===== config.mk =====
export PLATFORM = sky130hd
export DESIGN_NAME = ay_stereo_mixer
export DESIGN_NICKNAME = d
export VERILOG_FILES = /design/src/rtl/ay_pkg.sv /design/src/rtl/ay_mix_coef.sv /design/src/rtl/ay_stereo_mixer.sv
export SDC_FILE = /design/constraint.sdc
export NUM_CORES = 1
export LEC_CHECK = 0
export BUFFER_PORTS_ARGS = -buffer_cell sky130_fd_sc_hd__buf_2
export CAP_MARGIN = 0
export CORE_ASPECT_RATIO = 0.9
export CORE_MARGIN = 5
export CORE_UTILIZATION = 60
export DETAILED_ROUTE_END_ITERATION = 10
export PLACE_DENSITY = 0.84
export SLEW_MARGIN = 20
export SYNTH_ARGS = -nofsm -noshare
export SYNTH_HDL_FRONTEND = slang
export SYNTH_HIERARCHICAL = 1
export SYNTH_SLANG_ARGS = --single-unit

===== constraint.sdc =====
create_clock -name clk -period 12.3 [get_ports clk]
set_clock_uncertainty 0.05 [all_clocks]
set_input_delay 2.46 -clock clk [delete_from_list [all_inputs] [get_ports clk]]
set_output_delay 2.46 -clock clk [all_outputs]
set_load 0.1 [all_outputs]

===== src/rtl/ay_pkg.sv =====
// rtl/ay_pkg.sv - shared constants and types for the AY stereo mixer
package ay_pkg;

  localparam logic [1:0] AY_MIX_ABC  = 2'b00;
  localparam logic [1:0] AY_MIX_ACB  = 2'b01;
  localparam logic [1:0] AY_MIX_MONO = 2'b10;

  typedef enum logic [1:0] {
    AY_ST_IDLE = 2'd0,
    AY_ST_ACC  = 2'd1,
    AY_ST_HOLD = 2'd2
  } ay_state_t;

  localparam int AY_STEPS     = 6;
  localparam int AY_OUT_SHIFT = 5;

endpackage


===== src/rtl/ay_mix_coef.sv =====
// rtl/ay_mix_coef.sv - panning weights per (mode, step); the only place panning lives
module ay_mix_coef
  import ay_pkg::*;
(
  input  logic [1:0] mode,
  input  logic [2:0] step,
  output logic [1:0] w_l,
  output logic [1:0] w_r
);

  logic [2:0] ch;

  always_comb begin
    ch  = (step >= 3'd3) ? 3'(step - 3'd3) : step;
    w_l = 2'd0;
    w_r = 2'd0;
    // ch 0/1/2 = A/B/C of whichever AY; steps past the last source weigh nothing
    case (mode)
      AY_MIX_MONO: begin
        if (ch < 3'd3) begin
          w_l = 2'd1;
          w_r = 2'd1;
        end
      end
      AY_MIX_ACB: begin
        case (ch)
          3'd0:    w_l = 2'd2;
          3'd1:    w_r = 2'd2;
          3'd2:    begin w_l = 2'd1; w_r = 2'd1; end
          default: ;
        endcase
      end
      default: begin
        case (ch)
          3'd0:    w_l = 2'd2;
          3'd1:    begin w_l = 2'd1; w_r = 2'd1; end
          3'd2:    w_r = 2'd2;
          default: ;
        endcase
      end
    endcase
  end

endmodule


===== src/rtl/ay_stereo_mixer.sv =====
// rtl/ay_stereo_mixer.sv - sequential six-source stereo mixer with valid/ready output
module ay_stereo_mixer
  import ay_pkg::*;
#(
  parameter int CH_W  = 8,
  parameter int OUT_W = 16
) (
  input  logic             clk,
  input  logic             rst,
  input  logic             clken,
  input  logic [1:0]       mode,
  input  logic             ts_en,
  input  logic [CH_W-1:0]  ay0_a,
  input  logic [CH_W-1:0]  ay0_b,
  input  logic [CH_W-1:0]  ay0_c,
  input  logic [CH_W-1:0]  ay1_a,
  input  logic [CH_W-1:0]  ay1_b,
  input  logic [CH_W-1:0]  ay1_c,
  output logic [OUT_W-1:0] out_l,
  output logic [OUT_W-1:0] out_r,
  output logic             out_valid,
  input  logic             out_ready,
  output logic             ovr,
  input  logic             ovr_clr
);

  localparam int ACC_W = CH_W + 3;
  localparam logic [2:0] LAST_STEP = 3'(AY_STEPS);

  ay_state_t         state;
  logic [2:0]        step;
  logic [1:0]        mode_q;
  logic              ts_q;
  logic [CH_W-1:0]   snap [6];
  logic [ACC_W-1:0]  acc_l;
  logic [ACC_W-1:0]  acc_r;

  logic [1:0]        w_l;
  logic [1:0]        w_r;
  logic [CH_W-1:0]   src;
  logic [ACC_W-1:0]  term_l;
  logic [ACC_W-1:0]  term_r;
  logic [OUT_W-1:0]  ext_l;
  logic [OUT_W-1:0]  ext_r;
  logic              capture;
  logic              drop;

  ay_mix_coef u_coef (
    .mode (mode_q),
    .step (step),
    .w_l  (w_l),
    .w_r  (w_r)
  );

  always_comb begin
    src = '0;
    if (step < LAST_STEP) begin
      src = snap[step];
    end
    if (step >= 3'd3 && !ts_q) begin
      src = '0;
    end
  end

  always_comb begin
    term_l = '0;
    term_r = '0;
    case (w_l)
      2'd1:    term_l = ACC_W'(src);
      2'd2:    term_l = ACC_W'({src, 1'b0});
      default: ;
    endcase
    case (w_r)
      2'd1:    term_r = ACC_W'(src);
      2'd2:    term_r = ACC_W'({src, 1'b0});
      default: ;
    endcase
  end

  assign ext_l   = OUT_W'(acc_l);
  assign ext_r   = OUT_W'(acc_r);
  assign capture = clken && (state == AY_ST_IDLE || (state == AY_ST_HOLD && out_ready));
  assign drop    = clken && !capture;

  always_ff @(posedge clk) begin
    if (rst) begin
      state     <= AY_ST_IDLE;
      step      <= '0;
      mode_q    <= '0;
      ts_q      <= 1'b0;
      acc_l     <= '0;
      acc_r     <= '0;
      out_l     <= '0;
      out_r     <= '0;
      out_valid <= 1'b0;
      ovr       <= 1'b0;
      for (int i = 0; i < 6; i++) begin
        snap[i] <= '0;
      end
    end else begin
      if (drop) begin
        ovr <= 1'b1;
      end else if (ovr_clr) begin
        ovr <= 1'b0;
      end

      if (capture) begin
        snap[0]   <= ay0_a;
        snap[1]   <= ay0_b;
        snap[2]   <= ay0_c;
        snap[3]   <= ay1_a;
        snap[4]   <= ay1_b;
        snap[5]   <= ay1_c;
        mode_q    <= mode;
        ts_q      <= ts_en;
        acc_l     <= '0;
        acc_r     <= '0;
        step      <= '0;
        out_valid <= 1'b0;
        state     <= AY_ST_ACC;
      end else begin
        case (state)
          AY_ST_ACC: begin
            // six add steps, then one more cycle to register the result
            if (step < LAST_STEP) begin
              acc_l <= acc_l + term_l;
              acc_r <= acc_r + term_r;
              step  <= step + 3'd1;
            end else begin
              out_l     <= ext_l << AY_OUT_SHIFT;
              out_r     <= ext_r << AY_OUT_SHIFT;
              out_valid <= 1'b1;
              state     <= AY_ST_HOLD;
            end
          end
          AY_ST_HOLD: begin
            if (out_ready) begin
              out_valid <= 1'b0;
              state     <= AY_ST_IDLE;
            end
          end
          default: state <= AY_ST_IDLE;
        endcase
      end
    end
  end

endmodule

# ---- Word-level counts from Yosys, hierarchy flattened
# Memory sizes are Yosys's and may differ from the RTL's. A register that Yosys moved wholly into a read port is not among the register bits.
# Index checks and enable logic that the tools add are counted.
dict set report op_classes {
  n_mux 34
  n_reduce_logical 17
  order_cmp 3
  add_sub_neg 4
  n_eq_ne 14
  bitwise_logic 8
}
# cell n
set ops {}
lappend ops {{$mux W8} 8}
lappend ops {{$pmux W9 S2} 2}
lappend ops {{$pmux W2 S2} 7}
lappend ops {{$add A11 B11 Y11} 2}
lappend ops {{$mux W1} 11}
lappend ops {{$mux W3} 3}
lappend ops {{$eq A2 B1 Y1 const B} 4}
lappend ops {{$eq A2 B2 Y1 const B} 4}
lappend ops {{$ne A3 B3 Y1 const B} 2}
lappend ops {{$or A1 B1 Y1} 6}
lappend ops {{$reduce_and A2 Y1} 3}
lappend ops {{$reduce_and A3 Y1} 2}
lappend ops {{$logic_and A1 B1 Y1} 4}
lappend ops {{$mux W2} 2}
lappend ops {{$ne A2 B2 Y1 const B} 2}
lappend ops {{$reduce_bool A2 Y1} 2}
lappend ops {{$add A3 B1 Y3 const B} 1}
lappend ops {{$eq A3 B1 Y1 const B} 1}
lappend ops {{$eq A3 B2 Y1 const B} 1}
lappend ops {{$ge A3 B2 Y1 const B} 1}
lappend ops {{$logic_not A3 Y1} 1}
lappend ops {{$lt A3 B2 Y1 const B} 1}
lappend ops {{$lt A3 B3 Y1 const B} 1}
lappend ops {{$sub A3 B2 Y3 const B} 1}
lappend ops {{other kinds (6)} 8}
dict set report totals {
  register_bits 54
  out_inout_bits 34
  wordCells 92
  ramBits 48
  mem_count 1
}
# name words width read_ports rd_clocked_by_memory_dff write_ports line
set memory_table {}
lappend memory_table {snap 6 8 1 1 6 ay_stereo_mixer.sv:34} ;# logic [CH_W-1:0] snap [6];

# ---- Longest topological paths before layout
dict set report logic_depth {
  depth_word 8
  ltp_mapped 19
  depth_no_buf 17
}

# ---- Cells and area by module
# The synthesis kept the hierarchy.
# module seq_area_each_um2 area_per_inst_um2 instances cells_per_inst
set modules_own_cells {}
lappend modules_own_cells {ay_stereo_mixer 2582.5 5481.5 1 542}
lappend modules_own_cells {ay_mix_coef 0.0 257.7 1 33}

# ---- Worst setup path after synthesis
# Ideal clock, no wire load.
dict set report synth_path {
  kind {reg2reg}
  startpoint {reg step[1]}
  endpoint {reg acc_r[10]}
  setup_time_ps 70
  required_time_ps 12180
  setup_slack_ps 8158
  synth_period_minus_slack_ps 4142
  path_stages_with_launch 19
  arrival_ps 4023
  cell_sequence {dfxtp_1 -> ha_1 -> ha_1 -> or2_2 -> o32ai_1 -> a311o_1 -> inv_1 -> ha_1 -> or3b_1 -> buf_2 -> nor2_1 -> ha_1 -> inv_1 -> fa_1 -> nor2b_1 -> o31a_1 -> o2111ai_1 -> a21o_1 -> a21oi_1}
}
dict set report synth_via {
  elab_chain_len 8
  elab_cells_between_ends 19
  classes_between {add/sub: 2; order compare: 3; eq/ne: 4; mux: 8; reduce/logical: 2}
}
# item line
set synth_lines {}
lappend synth_lines {{start, declared} ay_stereo_mixer.sv:31} ;# logic [2:0] step;
lappend synth_lines {{start signal, assigned} ay_stereo_mixer.sv:128} ;# step <= step + 3'd1;
lappend synth_lines {{$sub A3 B2 Y3 / $ge A3 B2 Y1 (equally long branches)} ay_mix_coef.sv:14} ;# ch = (step >= 3'd3) ? 3'(step - 3'd3) : step;
lappend synth_lines {{$mux W3 (*)} ay_mix_coef.sv:14}
lappend synth_lines {{$lt A3 B2 Y1 (tied with other cells)} ay_mix_coef.sv:20} ;# if (ch < 3'd3) begin
lappend synth_lines {{$mux W1 (tied with other cells)} ay_mix_coef.sv:20}
lappend synth_lines {{$pmux W2 S2 (*)} ay_mix_coef.sv:18} ;# case (mode)
lappend synth_lines {{via w_r[0]} ay_stereo_mixer.sv:39} ;# logic [1:0] w_r;
lappend synth_lines {{$eq A2 B2 Y1 / $eq A2 B1 Y1 (equally long branches)} ay_stereo_mixer.sv:73} ;# case (w_r)
lappend synth_lines {{$pmux W9 S2 (*)} ay_stereo_mixer.sv:73}
lappend synth_lines {{$add A11 B11 Y11 (*)} ay_stereo_mixer.sv:127} ;# acc_r <= acc_r + term_r;
lappend synth_lines {{end signal, assigned} ay_stereo_mixer.sv:127}
lappend synth_lines {{end, declared} ay_stereo_mixer.sv:36} ;# logic [ACC_W-1:0] acc_r;
# The timed path passes the listed nets; every way through them passes the cells marked *.
# A chain may end at the register's enable or synchronous reset.

# ---- Worst setup path after layout
dict set report layout_path {
  startpoint {reg step[0]}
  endpoint {reg acc_l[10]}
}
dict set report layout_via {
  elab_chain_len 8
  elab_cells_between_ends 20
  classes_between {add/sub: 2; order compare: 3; eq/ne: 4; mux: 8; reduce/logical: 3}
}
# item line
set layout_lines {}
lappend layout_lines {{$sub A3 B2 Y3 / $ge A3 B2 Y1 (equally long branches)} ay_mix_coef.sv:14}
lappend layout_lines {{$mux W3 (*)} ay_mix_coef.sv:14}
lappend layout_lines {{$lt A3 B2 Y1 (tied with other cells)} ay_mix_coef.sv:20}
lappend layout_lines {{$mux W1 (tied with other cells)} ay_mix_coef.sv:20}
lappend layout_lines {{$pmux W2 S2 (*)} ay_mix_coef.sv:18}
lappend layout_lines {{via w_l[0]} ay_stereo_mixer.sv:38} ;# logic [1:0] w_l;
lappend layout_lines {{$eq A2 B2 Y1 / $eq A2 B1 Y1 (equally long branches)} ay_stereo_mixer.sv:68} ;# case (w_l)
lappend layout_lines {{$pmux W9 S2 (*)} ay_stereo_mixer.sv:68}
lappend layout_lines {{$add A11 B11 Y11 (*)} ay_stereo_mixer.sv:126} ;# acc_l <= acc_l + term_l;
lappend layout_lines {{end signal, assigned} ay_stereo_mixer.sv:126}
lappend layout_lines {{end, declared} ay_stereo_mixer.sv:35} ;# logic [ACC_W-1:0] acc_l;
# Marks and branches as above.

==> reports/metrics.json <==
{
  "run_status": {
    "outcome": "finished, final reports clean"
  },
  "detailed_routing": {
    "avgViaCountPerCell": 5.85,
    "routedWlPerCell_um": 15.7,
    "finalWirelength_mm": 11.9,
    "detailroute.via_count": 4446,
    "drt_iter0_drc": 312,
    "post_route_ant_nets": 0,
    "drc_errors": 0,
    "drtPass1Iterations": 6
  },
  "timing": {
    "rsz0062_at_grt": "no",
    "slew-limit-headroom": 0.345,
    "portion_of_the_clock_cycle_consumed_by_the_worst_path_in_the_final_layout": 0.389,
    "tightest_slew_ps": 981,
    "hold_viol": 0,
    "finalSetupViolations": 0,
    "tns_ps": 0,
    "maxSlewViolCount": 0,
    "fmax_mhz": 209,
    "min_period_ps": 4790
  },
  "yosys": {
    "synth_enable_flop_cells": 48,
    "synthesis.yosys.warnings": 6,
    "yosysTopAreaCellShare": 0.251,
    "synth_cells": 575,
    "netlist_area_mm2": 0.00574,
    "synth_ff_type": "sky130_fd_sc_hd__dfxtp_1",
    "synth_seq_cells": 105,
    "synth_area_per_cell_um2": 9.98,
    "ys_seq_area_frac": 0.450,
    "cells_taking_the_most_area_after_synthesis": "sky130_fd_sc_hd__edfxtp_1 25%, sky130_fd_sc_hd__dfxtp_1 20%, sky130_fd_sc_hd__ha_1 6.1%, sky130_fd_sc_hd__and2_1 5.6%, sky130_fd_sc_hd__nand2_1 4.6%",
    "yosys.area.top_type": "sky130_fd_sc_hd__edfxtp_1",
    "asyncSetResetFlopFracSynth": 0,
    "synthDistinctLibCells": 63
  },
  "power_and_ir_drop": {
    "sum_of_internal_switching_and_leakage_power_uw": 733,
    "max-vdd-ir-drop_v": 0.0000744,
    "power.static_leakage_uw": 0.00255,
    "powerDensity_mw_per_mm2": 117
  },
  "die": {
    "io_pins": 90,
    "die_area_mm2": 0.0116,
    "die_h_um": 103,
    "die_width_um": 113,
    "core_mm2": 0.00921,
    "initial_core_util": 0.623,
    "std_cell_rows": 33
  },
  "clock_tree": {
    "cts_tree": "yes",
    "cts.clk_slew.worst_paths_ps": 100,
    "clkLatencyLatePin_ps": 380,
    "cts_htree_levels": 3,
    "cts_resized": 0,
    "clock-sinks": 105,
    "cts.path.max_buffers": 2,
    "cts_buffers": 9,
    "ctsHoldBuffers": 0,
    "cts-root-buf": "sky130_fd_sc_hd__clkbuf_8",
    "cts.repair_timing.setup_buffer_count": 0
  },
  "grt": {
    "grt.total_usage": 0.211,
    "number_of_global_route_vias_before_repair": 4318,
    "grt_remaining_overflow": 0,
    "initial_antenna_violation_count": 0,
    "grt_pass1_wl_mm": 19.9,
    "largest_net_degree_at_the_start_of_global_routing": 56
  },
  "hold_path": {
    "min_path_type": "reg -> reg"
  },
  "setup_path": {
    "crit_required_ps": 12550,
    "timing.setup.critical_path_class": "reg -> reg",
    "crit_path_end_kind": "flip-flop",
    "critPathLaunchType": "flip-flop",
    "path_max_fanout": 14,
    "crit_arrival_ps": 5040
  },
  "finish": {
    "layout-drive-gt1-share": 0.201,
    "final_core_utilization": 0.680,
    "layout-area-overhead-vs-synth_pct": 9.09,
    "postLayoutCellArea_mm2": 0.00626,
    "layout.nets": 719,
    "post_layout_nonfiller_instances": 760,
    "diode_insertion_count_for_antenna_repair": 0
  },
  "place": {
    "dp_hpwl_mm": 8.73,
    "place.gp.congestion": 0.924,
    "place_area_mm2": 0.00604,
    "io_buffer_count": 79,
    "numPlacedInstances": 744
  },
  "job": {
    "cap_violations": 0
  }
}
==> routing by layer <==
layer | vias to the layer above | part of all wire | wire (um) | track usage
met5 | - | 0 | 0 | 0
met3 | 24 | 0.068 | 814 | 0.0434
met1 | 2095 | 0.42 | 4990 | 0.272
met4 | 0 | 0.018 | 214 | 0.0693
met2 | 158 | 0.50 | 5910 | 0.362
li1 | 2169 | - | - | -
==> flip-flops by register name (all words and copies together) (netlist names), named ones only <==
signal     flops
step           3
out_valid      1
out_r         11
ts_q           1
mode_q         2
ovr            1
out_l         11
snap          48
acc_l         11
acc_r         11
state          2
==> synthesized netlist by cell type, types with 3 or more instances <==
cell type,n
sky130_fd_sc_hd__or3_1,5
sky130_fd_sc_hd__nand2b_1,6
sky130_fd_sc_hd__nor4_1,4
sky130_fd_sc_hd__o21ai_2,7
sky130_fd_sc_hd__o21ai_0,10
sky130_fd_sc_hd__ha_1,28
sky130_fd_sc_hd__buf_2,14
sky130_fd_sc_hd__and3_1,3
sky130_fd_sc_hd__nand3_1,14
sky130_fd_sc_hd__and2_1,51
sky130_fd_sc_hd__nand2_1,71
sky130_fd_sc_hd__nand4_1,6
sky130_fd_sc_hd__a21oi_1,48
sky130_fd_sc_hd__nor3_1,6
sky130_fd_sc_hd__a31oi_1,4
sky130_fd_sc_hd__inv_1,17
sky130_fd_sc_hd__or2_1,3
sky130_fd_sc_hd__nor2b_1,7
sky130_fd_sc_hd__or3b_1,4
sky130_fd_sc_hd__dfxtp_1,57
sky130_fd_sc_hd__o22ai_1,14
sky130_fd_sc_hd__a311o_1,5
sky130_fd_sc_hd__clkbuf_1,8
sky130_fd_sc_hd__a211oi_1,5
sky130_fd_sc_hd__mux4_2,8
sky130_fd_sc_hd__o21ai_1,9
sky130_fd_sc_hd__mux2i_1,17
sky130_fd_sc_hd__nor2_1,25
sky130_fd_sc_hd__buf_6,7
sky130_fd_sc_hd__a21o_1,8
sky130_fd_sc_hd__buf_4,13
sky130_fd_sc_hd__edfxtp_1,48
==> path summary, 6_finish.rpt <==
check	from	endpoint	slack, ps	depth (start not counted)
setup / recovery	step[0]$_SDFFE_PP0P_	acc_l[10]$_SDFFE_PP0P_	7510	17
hold / removal	out_r[10]$_SDFFE_PP0P_	out_r[10]$_SDFFE_PP0P_	410	2
hold reg to reg	out_r[10]$_SDFFE_PP0P_	out_r[10]$_SDFFE_PP0P_	410	2
setup reg to reg	step[0]$_SDFFE_PP0P_	acc_l[10]$_SDFFE_PP0P_	7510	17
==> critical path, cell delays in order (launching register included) <==
cell and delay (ps):
sky130_fd_sc_hd__dfxtp_1 640, sky130_fd_sc_hd__ha_1 240, sky130_fd_sc_hd__ha_1 260, sky130_fd_sc_hd__or2_2 300, sky130_fd_sc_hd__o32ai_1 390, sky130_fd_sc_hd__a311o_1 200
sky130_fd_sc_hd__inv_1 50, sky130_fd_sc_hd__ha_1 290, sky130_fd_sc_hd__or3b_1 490, sky130_fd_sc_hd__nor2_1 130, sky130_fd_sc_hd__ha_1 210, sky130_fd_sc_hd__inv_1 70
sky130_fd_sc_hd__fa_1 380, sky130_fd_sc_hd__nor2b_1 210, sky130_fd_sc_hd__o31a_1 280, sky130_fd_sc_hd__o2111ai_1 170, sky130_fd_sc_hd__a21o_1 210, sky130_fd_sc_hd__a21oi_1 130
==> cells by family (layout without fill, tap and decap cells) <==
logic type / Yosys count / count (layout) / share of synthesized area
and+or+nand+nor: 213 / 213 / 0.191
AOI/OAI and AO/OA: 138 / 138 / 0.164
DFF: 105 / 105 / 0.450
buffers and inverters: 62 / 116 / 0.0643
adders and majority gates: 30 / 30 / 0.0680
muxes: 25 / 25 / 0.0610
other: 1 / 10 / 0.000653
xor gates and xnor gates: 1 / 1 / 0.00153
==> cell type report <==
cell class	count	area, um^2
clock inverters	7	90.1
fillers	723	2950
repair buffers	82	418
well taps	122	153
inverters	18	67.6
flip-flops and latches	105	2580
clock buffers	9	124
multi-input cells	417	2830
==> per-stage QoR <==
stage	hold WS, ps	worst slack, ps
6_report	407	7510
4_1_cts	411	7610
3_3_place_gp	388	7730
2_1_floorplan	395	8160
3_5_place_dp	397	7620
5_1_grt	428	7170
==> power breakdown <==
part	internal (uW)	total [uW]	switching, uW
combinational	40.1	113	72.6
clock	99.6	227	128
sequential	382	393	10.3
==> cells in the final DEF, fill, tap and decap left out, types with 14 or more instances in the layout <==
master / count
sky130_fd_sc_hd__buf_2: 79
sky130_fd_sc_hd__nand2_1: 71
sky130_fd_sc_hd__dfxtp_1: 57
sky130_fd_sc_hd__and2_1: 51
sky130_fd_sc_hd__a21oi_1: 48
sky130_fd_sc_hd__edfxtp_1: 48
sky130_fd_sc_hd__ha_1: 28
sky130_fd_sc_hd__nor2_1: 25
sky130_fd_sc_hd__inv_1: 17
sky130_fd_sc_hd__mux2i_1: 17
sky130_fd_sc_hd__o22ai_1: 14
sky130_fd_sc_hd__nand3_1: 14
(Power assumes the default switching activity.)
